File: src/rtl/qos_read_sequencer_if.sv
// Bundles the selector, buffer and consumer-side signals of qos_read_sequencer.
// slave is the sequencer's view; master is the environment driving it.
interface qos_read_sequencer_if #(
  parameter int DATA_W = 8,
  parameter int CNT_W  = 3
);
  logic [3:0]        read_from;
  logic [CNT_W-1:0]  current_data_count0;
  logic [CNT_W-1:0]  current_data_count1;
  logic [CNT_W-1:0]  current_data_count2;
  logic [CNT_W-1:0]  current_data_count3;
  logic [DATA_W-1:0] buf_data0;
  logic [DATA_W-1:0] buf_data1;
  logic [DATA_W-1:0] buf_data2;
  logic [DATA_W-1:0] buf_data3;
  logic [3:0]        rd_en;
  logic [DATA_W-1:0] out_data;
  logic [1:0]        out_src;
  logic              out_valid;
  logic              out_ready;
  logic [7:0]        served_cnt;

  modport slave (
    input  read_from,
    input  current_data_count0, current_data_count1,
    input  current_data_count2, current_data_count3,
    input  buf_data0, buf_data1, buf_data2, buf_data3,
    input  out_ready,
    output rd_en, out_data, out_src, out_valid, served_cnt
  );

  modport master (
    output read_from,
    output current_data_count0, current_data_count1,
    output current_data_count2, current_data_count3,
    output buf_data0, buf_data1, buf_data2, buf_data3,
    output out_ready,
    input  rd_en, out_data, out_src, out_valid, served_cnt
  );
endinterface

File: src/rtl/qos_read_sequencer.sv
// Turns one-hot QoS grants into single-cycle buffer reads and presents the word on valid/ready.
// Optional starvation override enabled by defining QOS_AGING_EN.
//
// state     | meaning
// ----------|------------------------------------------------------------
// S_IDLE    | waiting for a legal grant (or aging override)
// S_READ    | rd_en[sel] strobed for exactly this cycle
// S_CAPTURE | buffer data valid; registered into out_data at exit
// S_HOLD    | out_valid asserted until consumer accepts
module qos_read_sequencer #(
  parameter int DATA_W       = 8,
  parameter int CNT_W        = 3,
  parameter int STARVE_LIMIT = 6
) (
  input  logic                 clk,
  input  logic                 rst_n,
  qos_read_sequencer_if.slave  bus
);

  typedef enum logic [1:0] {S_IDLE, S_READ, S_CAPTURE, S_HOLD} state_t;

  state_t            state_q, state_d;
  logic [1:0]        sel_q, sel_d;
  logic [DATA_W-1:0] out_data_q, out_data_d;
  logic [1:0]        out_src_q, out_src_d;
  logic              out_valid_q, out_valid_d;
  logic [7:0]        served_q, served_d;

  logic [CNT_W-1:0]  cnt [4];
  logic [DATA_W-1:0] bdata [4];

  assign cnt[0]   = bus.current_data_count0;
  assign cnt[1]   = bus.current_data_count1;
  assign cnt[2]   = bus.current_data_count2;
  assign cnt[3]   = bus.current_data_count3;
  assign bdata[0] = bus.buf_data0;
  assign bdata[1] = bus.buf_data1;
  assign bdata[2] = bus.buf_data2;
  assign bdata[3] = bus.buf_data3;

  logic       xfer;
  logic       grant_ok;
  logic [1:0] grant_idx;
  logic       pick_ok;
  logic [1:0] pick_idx;

  assign xfer = (state_q == S_HOLD) && out_valid_q && bus.out_ready;

  // Only a strictly one-hot grant onto a non-empty buffer is accepted.
  always_comb begin
    grant_ok  = 1'b0;
    grant_idx = 2'd0;
    case (bus.read_from)
      4'b0001: begin grant_ok = 1'b1; grant_idx = 2'd0; end
      4'b0010: begin grant_ok = 1'b1; grant_idx = 2'd1; end
      4'b0100: begin grant_ok = 1'b1; grant_idx = 2'd2; end
      4'b1000: begin grant_ok = 1'b1; grant_idx = 2'd3; end
      default: begin grant_ok = 1'b0; grant_idx = 2'd0; end
    endcase
    if (cnt[grant_idx] == '0) grant_ok = 1'b0;
  end

`ifdef QOS_AGING_EN
  localparam int AGE_W = (STARVE_LIMIT < 1) ? 1 : $clog2(STARVE_LIMIT + 1);
  localparam logic [AGE_W-1:0] AGE_MAX = AGE_W'(STARVE_LIMIT);

  logic [AGE_W-1:0] age_q [4];
  logic [AGE_W-1:0] age_d [4];
  logic             age_hit;
  logic [1:0]       age_idx;

  // Descending scan so the lowest starved index wins.
  always_comb begin
    age_hit = 1'b0;
    age_idx = 2'd0;
    for (int i = 3; i >= 0; i--) begin
      if ((age_q[i] == AGE_MAX) && (cnt[i] != '0)) begin
        age_hit = 1'b1;
        age_idx = 2'(i);
      end
    end
  end

  always_comb begin
    for (int i = 0; i < 4; i++) begin
      age_d[i] = age_q[i];
      if (xfer) begin
        if (2'(i) == sel_q)
          age_d[i] = '0;
        else if ((cnt[i] != '0) && (age_q[i] < AGE_MAX))
          age_d[i] = age_q[i] + 1'b1;
      end
      if (cnt[i] == '0) age_d[i] = '0;
    end
  end

  always_ff @(posedge clk or negedge rst_n) begin
    if (!rst_n) begin
      for (int i = 0; i < 4; i++) age_q[i] <= '0;
    end else begin
      for (int i = 0; i < 4; i++) age_q[i] <= age_d[i];
    end
  end

  assign pick_ok  = age_hit | grant_ok;
  assign pick_idx = age_hit ? age_idx : grant_idx;
`else
  assign pick_ok  = grant_ok;
  assign pick_idx = grant_idx;
`endif

  always_comb begin
    state_d     = state_q;
    sel_d       = sel_q;
    out_data_d  = out_data_q;
    out_src_d   = out_src_q;
    out_valid_d = out_valid_q;
    served_d    = served_q;
    case (state_q)
      S_IDLE: begin
        if (pick_ok) begin
          sel_d   = pick_idx;
          state_d = S_READ;
        end
      end
      S_READ: state_d = S_CAPTURE;
      S_CAPTURE: begin
        out_data_d  = bdata[sel_q];
        out_src_d   = sel_q;
        out_valid_d = 1'b1;
        state_d     = S_HOLD;
      end
      S_HOLD: begin
        if (xfer) begin
          out_valid_d = 1'b0;
          served_d    = served_q + 8'd1;
          state_d     = S_IDLE;
        end
      end
      default: state_d = S_IDLE;
    endcase
  end

  always_ff @(posedge clk or negedge rst_n) begin
    if (!rst_n) begin
      state_q     <= S_IDLE;
      sel_q       <= 2'd0;
      out_data_q  <= '0;
      out_src_q   <= 2'd0;
      out_valid_q <= 1'b0;
      served_q    <= 8'd0;
    end else begin
      state_q     <= state_d;
      sel_q       <= sel_d;
      out_data_q  <= out_data_d;
      out_src_q   <= out_src_d;
      out_valid_q <= out_valid_d;
      served_q    <= served_d;
    end
  end

  // Strobe is decoded from the state so an async reset removes it immediately.
  assign bus.rd_en      = (state_q == S_READ) ? (4'b0001 << sel_q) : 4'b0000;
  assign bus.out_data   = out_data_q;
  assign bus.out_src    = out_src_q;
  assign bus.out_valid  = out_valid_q;
  assign bus.served_cnt = served_q;

endmodule
File: src/flat_wrapper.sv
// flat-port wrapper written by rule: the top's interface ports become plain ports
module qos_read_sequencer_flat 
#(
  parameter int DATA_W       = 8,
  parameter int CNT_W        = 3,
  parameter int STARVE_LIMIT = 6
)
  (clk, rst_n, bus_read_from, bus_current_data_count0, bus_current_data_count1, bus_current_data_count2, bus_current_data_count3, bus_buf_data0, bus_buf_data1, bus_buf_data2, bus_buf_data3, bus_out_ready, bus_rd_en, bus_out_data, bus_out_src, bus_out_valid, bus_served_cnt);
  qos_read_sequencer_if #(.DATA_W(DATA_W), .CNT_W(CNT_W)) bus_i ();
  input  logic clk;
  input  logic rst_n;
  input wire logic [$bits(bus_i.read_from)-1:0] bus_read_from;
  input wire logic [$bits(bus_i.current_data_count0)-1:0] bus_current_data_count0;
  input wire logic [$bits(bus_i.current_data_count1)-1:0] bus_current_data_count1;
  input wire logic [$bits(bus_i.current_data_count2)-1:0] bus_current_data_count2;
  input wire logic [$bits(bus_i.current_data_count3)-1:0] bus_current_data_count3;
  input wire logic [$bits(bus_i.buf_data0)-1:0] bus_buf_data0;
  input wire logic [$bits(bus_i.buf_data1)-1:0] bus_buf_data1;
  input wire logic [$bits(bus_i.buf_data2)-1:0] bus_buf_data2;
  input wire logic [$bits(bus_i.buf_data3)-1:0] bus_buf_data3;
  input wire logic [$bits(bus_i.out_ready)-1:0] bus_out_ready;
  output wire logic [$bits(bus_i.rd_en)-1:0] bus_rd_en;
  output wire logic [$bits(bus_i.out_data)-1:0] bus_out_data;
  output wire logic [$bits(bus_i.out_src)-1:0] bus_out_src;
  output wire logic [$bits(bus_i.out_valid)-1:0] bus_out_valid;
  output wire logic [$bits(bus_i.served_cnt)-1:0] bus_served_cnt;
  assign bus_i.read_from = bus_read_from;
  assign bus_i.current_data_count0 = bus_current_data_count0;
  assign bus_i.current_data_count1 = bus_current_data_count1;
  assign bus_i.current_data_count2 = bus_current_data_count2;
  assign bus_i.current_data_count3 = bus_current_data_count3;
  assign bus_i.buf_data0 = bus_buf_data0;
  assign bus_i.buf_data1 = bus_buf_data1;
  assign bus_i.buf_data2 = bus_buf_data2;
  assign bus_i.buf_data3 = bus_buf_data3;
  assign bus_i.out_ready = bus_out_ready;
  assign bus_rd_en = bus_i.rd_en;
  assign bus_out_data = bus_i.out_data;
  assign bus_out_src = bus_i.out_src;
  assign bus_out_valid = bus_i.out_valid;
  assign bus_served_cnt = bus_i.served_cnt;
  qos_read_sequencer #(.DATA_W(DATA_W), .CNT_W(CNT_W), .STARVE_LIMIT(STARVE_LIMIT)) u_core (.clk(clk), .rst_n(rst_n), .bus(bus_i));
endmodule
File: config.mk
export PLATFORM = sky130hd
export DESIGN_NAME = qos_read_sequencer_flat
export DESIGN_NICKNAME = d
export VERILOG_FILES = /design/src/rtl/qos_read_sequencer_if.sv /design/src/rtl/qos_read_sequencer.sv /design/src/flat_wrapper.sv
export SDC_FILE = /design/constraint.sdc
export NUM_CORES = 1
export LEC_CHECK = 0
export CELL_PAD_IN_SITES_DETAIL_PLACEMENT = 1
export CELL_PAD_IN_SITES_GLOBAL_PLACEMENT = 1
export CORE_MARGIN = 5
export CORE_UTILIZATION = 26
export CTS_BUF_LIST = sky130_fd_sc_hd__clkbuf_8
export DETAILED_ROUTE_END_ITERATION = 7
export GPL_ROUTABILITY_DRIVEN = 0
export GPL_TIMING_DRIVEN = 0
export PLACE_DENSITY = 0.77
export SYNTH_ARGS = -nofsm -noshare
export SYNTH_HDL_FRONTEND = slang
export SYNTH_SLANG_ARGS = --single-unit
File: constraint.sdc
create_clock -name clk -period 1.8 [get_ports clk]
set_clock_uncertainty 0.15 [all_clocks]
set_input_delay 0.54 -clock clk [delete_from_list [all_inputs] [get_ports clk]]
set_output_delay 0.54 -clock clk [all_outputs]
set_load 0.005 [all_outputs]
# Word-level counts from Yosys, hierarchy flattened

Index checks and enable logic that the tools add are counted.

Bits in registers: 23
Bits in latches: 0
RAM bits: 0
Memory bits (read-only): 0
Input bits: 51
Output and inout port bits: 23
Word-level logic and storage cells: 46
Memories kept: 0

$add $sub $neg: 1
$mul: 0
Divide/modulo/power cells: 0
Order comparisons: 2
Eq/ne operators: 9
Shifts and indexed selects: 1
Muxes and demuxes: 15
Bitwise logic cells: 2
Reduce and logical (&&, ||, !) cells: 10

Operators with widths:

| cell                | number |
|---|---|
| $bmux 8 s2          | 1 |
| $mux 8              | 2 |
| $add 8x1->8 const B | 1 |
| $pmux 2 s4          | 1 |
| $reduce_and 2->1    | 4 |
| $bmux 3 s2          | 1 |
| $ge 3x3->1 const B  | 2 |
| $mux 3              | 2 |
| $not 2->3           | 2 |
| $pmux 2 s3          | 1 |
| $eq 2x2->1 const B  | 2 |
| $eq 4x1->1 const B  | 1 |
| $eq 4x2->1 const B  | 1 |
| $eq 4x3->1 const B  | 1 |
| $eq 4x4->1 const B  | 1 |
| $mux 2              | 2 |
| $mux 4              | 1 |
| $ne 2x1->1 const B  | 2 |
| $reduce_or 4->1     | 1 |
| $shl 1x2->4 const A | 1 |
| $logic_not 3->1     | 1 |
| $mux 1              | 3 |
| $eq 2x1->1 const B  | 1 |
| $logic_and 1x1->1   | 2 |
| 3 further kinds     | 3 |

# Logic depth before layout (Yosys ltp)

Depth in word-level cells: 10
Mapped depth: 5
Gate-level depth less buffers: 5

# Worst setup path before layout

Ideal clock, no wire load.

Path kind: input-to-reg
From: in bus_current_data_count1[0]
To: reg u_core.state_q[1]
Setup time: 125 ps
Arrival: 1573 ps
Data required time: 1525 ps
Setup slack: -48 ps
Stages: 4
Buffers on the path: 0
Path through: or3_1 -> a22oi_1 -> a31o_2 -> mux2_4

Word-level cells in the longest chain between the ends: 7

RTL lines:

| what                                      | line                      | RTL |
|---|---|---|
| start: declaration                        | flat_wrapper.sv:14        | `input wire logic [$bits(bus_i.current_data_count1)-1:0] bus_current_data_count1;` |
| $bmux 3 s2                                | qos_read_sequencer.sv:60  | `if (cnt[grant_idx] == '0) grant_ok = 1'b0;` |
| $mux 3 (not written as such) (2 in a row) | qos_read_sequencer.sv:60  |  |
| $logic_not 3->1                           | qos_read_sequencer.sv:60  |  |
| $mux 1                                    | qos_read_sequencer.sv:60  |  |
| $ne 2x1->1 (no line)                      | --                        |  |
| $reduce_and 2->1 (no line)                | --                        |  |
| end signal: assignment                    | qos_read_sequencer.sv:153 | `state_q <= state_d;` |
| end: declaration                          | qos_read_sequencer.sv:22  | `state_t state_q, state_d;` |

Every way passes these cells. The select of a mux whose other input is x is not followed.
A chain may end at the register's enable or synchronous reset.

# Worst setup path in the final report

From: reg u_core.state_q[0]
To: out bus_rd_en[3]

Word-level cells in the longest chain between the ends: 2

RTL lines:

| what             | line                      | RTL |
|---|---|---|
| $eq 2x1->1       | qos_read_sequencer.sv:163 | `assign bus.rd_en = (state_q == S_READ) ? (4'b0001 << sel_q) : 4'b0000;` |
| $mux 4           | qos_read_sequencer.sv:163 |  |
| end: declaration | flat_wrapper.sv:22        | `output wire logic [$bits(bus_i.rd_en)-1:0] bus_rd_en;` |

Every way passes these cells.

==> qor.csv <==
stage,metric,value,unit
critical_path,r2r_end,u_core.sel_q[1],
final_layout,insertedDiodeCount,0,
power,power.density,1265,nW/um^2
global_route,grt_pass1_wl,7.486,mm
critical_path,worstRegToRegCells,6,
placed_design,io_buffer_count,73,
clock_tree,clk_pin_slew,0.09,ns
critical_path,critPathCaptureType,primary output,
floorplan,die_area,6591,sq um
status,outcome,"complete, but fails checks",
min_path,hold_path_class,primary input to async pin,
clock_tree,cts_root_buf,clkbuf_8,
synthesis,yosys_warnings,0,
final_layout,final_cells,273,
route,vias,1276,
synthesis,yosysTopAreaCell,dfrtp_1,
global_route,antenna_found_initial,0,
timing,rsz0062_at_grt,yes,
critical_path,critPathRequiredTime,1.11,ns
clock_tree,cts_tree,built,
clock_tree,cts_buffers,3,
synthesis,syn-num-nets,161,
floorplan,die_width,81.19,um
synthesis,synth-seq-area-share,43.68,%
timing,tightest_slew,1.045,ns
timing,finalHoldViolCount,0,
critical_path,cp_max_fo,4,
power,vdd_drop_max,0.5293,mV
route,ant_nets,0,
final_layout,syn_to_final_growth,85.56,%
synthesis,synthesis.area,1318,sq um
floorplan,io_pins,74,
timing,relSlewSlack,30.22,%
power,finalPower,3.093,mW
route,drt-initial-drc-count,34,
synthesis,synthDistinctLibCells,28,
global_route,grt_pass1_vias,1517,
clock_tree,clk_path_buf_depth,2,
synthesis,synthTopCellsByCount,"23 x dfrtp_1, 10 x mux2_2, 9 x xnor2_1",
placed_design,pre_cts_ws,-0.7351,ns
route,firstDrtPassIters,3,
synthesis,ys_dominant_reg_cell,dfrtp_1,
critical_path,timing.rr.start,u_core.state_q[0],
clock_tree,cts_max_level,1,
critical_path,cp.arrival,1.20,ns
floorplan,rows,26,
route,post_drt_via_cell_ratio,4.674,
timing,fmax,0.5304,GHz
floorplan,die_height,81.19,um
timing,hold_ws,0.2916,ns
route,drc_errors,0,
clock_tree,cts.sinks,23,
critical_path,start_kind,register,
synthesis,synth_top_area_share,43.68,%
route,routedWlPerCell,17.36,um
timing,fin_crit_sh,104.7,%
route,wl,4.740,mm
placed_design,hpwl,3.397,mm
timing,timing.final.max_slew_violations,0,
synthesis,yosysMostFrequentCell,dfrtp_1,
final_layout,drive_above_1_share,41.87,%
synthesis,synth_seq_cells,23,
synthesis,synthCells,105,
global_route,grt_max_degree,24,
final_layout,fin_nets,260,
synthesis,async_flop_share,100.0,%
floorplan,initial_core_util,26.30,%
synthesis,syn_avg_cell_area,12.55,sq um
placed_design,placedCellCount,248,
status,violations,setup timing,
timing,worst_slack,-0.08525,ns
global_route,track_usage,14.74,%
final_layout,final_util,48.80,%
synthesis,synth_area_leaders,"dfrtp_1 44%, mux4_2 14%, mux2_2 8.5%",
floorplan,core-area,5010,sq um
timing,period_minus_slack,1.885,ns
flow_run,drv_cap,0,
synthesis,synth_edf_count,0,
timing,setup_viol,5,
clock_tree,worstSkewPairLatency,0.27,ns
critical_path,crit_type,register to primary output,
critical_path,rrSetupSlack,0,ns
global_route,overflow,0,
power,power.leakage,1.080,nW
[where the power goes]
group | leakage, nW | switching (mW) | total, mW | internal [mW]
Clock | 0.0217 | 0.184 | 0.341 | 0.157
Combinational | 0.775 | 0.768 | 1.89 | 1.13
Sequential | 0.283 | 0.125 | 0.859 | 0.734
Total | 1.08 | 1.08 | 3.09 | 2.02
[how the worst max path moves through the flow]
| stage | start | end | slack [ns] | cells after the start |
|---|---|---|---|---|
| 2_1_floorplan | bus_current_data_count1[0] | u_core.state_q[1] | -0.02 | 4 |
| 3_3_place_gp | bus_read_from[2] | u_core.sel_q[1] | -0.65 | 5 |
| 3_5_place_dp | bus_read_from[2] | u_core.sel_q[1] | -0.74 | 5 |
| 4_1_cts | u_core.sel_q[0] | bus_rd_en[0] | -0.16 | 5 |
| 5_1_grt | u_core.state_q[1] | bus_rd_en[2] | -0.14 | 5 |
| 6_report | u_core.state_q[0] | bus_rd_en[3] | -0.09 | 3 |
[area by class of cell]
| class | count | area (sq um) |
|---|---|---|
| multi-input cells | 75 | 872.1 |
| plain buffers | 2 | 18.77 |
| inverters | 3 | 13.76 |
| clock buffers | 3 | 41.29 |
| well taps | 70 | 87.58 |
| flip-flops and latches | 23 | 580.6 |
| repair buffers | 96 | 823.3 |
| clock inverters | 1 | 7.507 |
| fillers | 575 | 2565 |
[metrics by stage]
stage	area [sq um]	TNS [ns]
after global routing	2445	-0.6589
after floorplan	1329	-0.02322
after CTS	2392	-0.5349
after global placement	2147	-8.828
after detailed placement	2147	-10.78
final	2445	-0.3079
[flip-flops by register name, summed over array words and instances (netlist names)]
signal                 count
u_core.bus.out_data        8
u_core.bus.served_cnt      8
u_core.bus.out_src         2
u_core.sel_q               2
u_core.state_q             2
u_core.bus.out_valid       1
[repair_timing]
item,CTS,global route
hold buffers,0,0
endpoints found under the setup margin,36,42
gates resized for setup,107,17
gates cloned,0,0
pin swaps,10,9
buffers inserted,20,4
[critical path, cell delays in order (launching register included)]
cell,delay [ns]
dfrtp_2,0.44
ha_4,0.18
and3_1,0.17
buf_2,0.12
[layout by cell type, fill, tap and decap left out, drive strengths merged, types with 4 or more instances in the layout]
cell type / instances
buf: 36
clkdlybuf4s15: 4
clkdlybuf4s50: 32
dfrtp: 23
dlygate4sd2: 25
ha: 5
mux2: 13
mux4: 8
nand2: 6
nand3: 5
nor2: 4
nor4b: 4
xnor2: 9
[cell families after synthesis]
group	share of synthesized area, %
and+or+nand+nor	13.39
DFF	43.68
muxes	25.07
AOI/OAI and AO/OA	4.939
xor gates and xnor gates	5.983
buffers and inverters	2.184
adders and majority gates	4.748
[per-layer routing]
| layer | wire length [um] | part of all wire, % | vias to the layer above | track usage, % |
|---|---|---|---|---|
| met2 | 2680 | 57 | 45 | 28.65 |
| li1 | - | - | 589 | - |
| met1 | 1735 | 37 | 636 | 16.13 |
| met5 | 0 | 0 | - | 0 |
| met3 | 256 | 5.4 | 6 | 2.550 |
| met4 | 68 | 1.4 | 0 | 4.223 |
No activity file was read; power rests on OpenSTA's default activity.
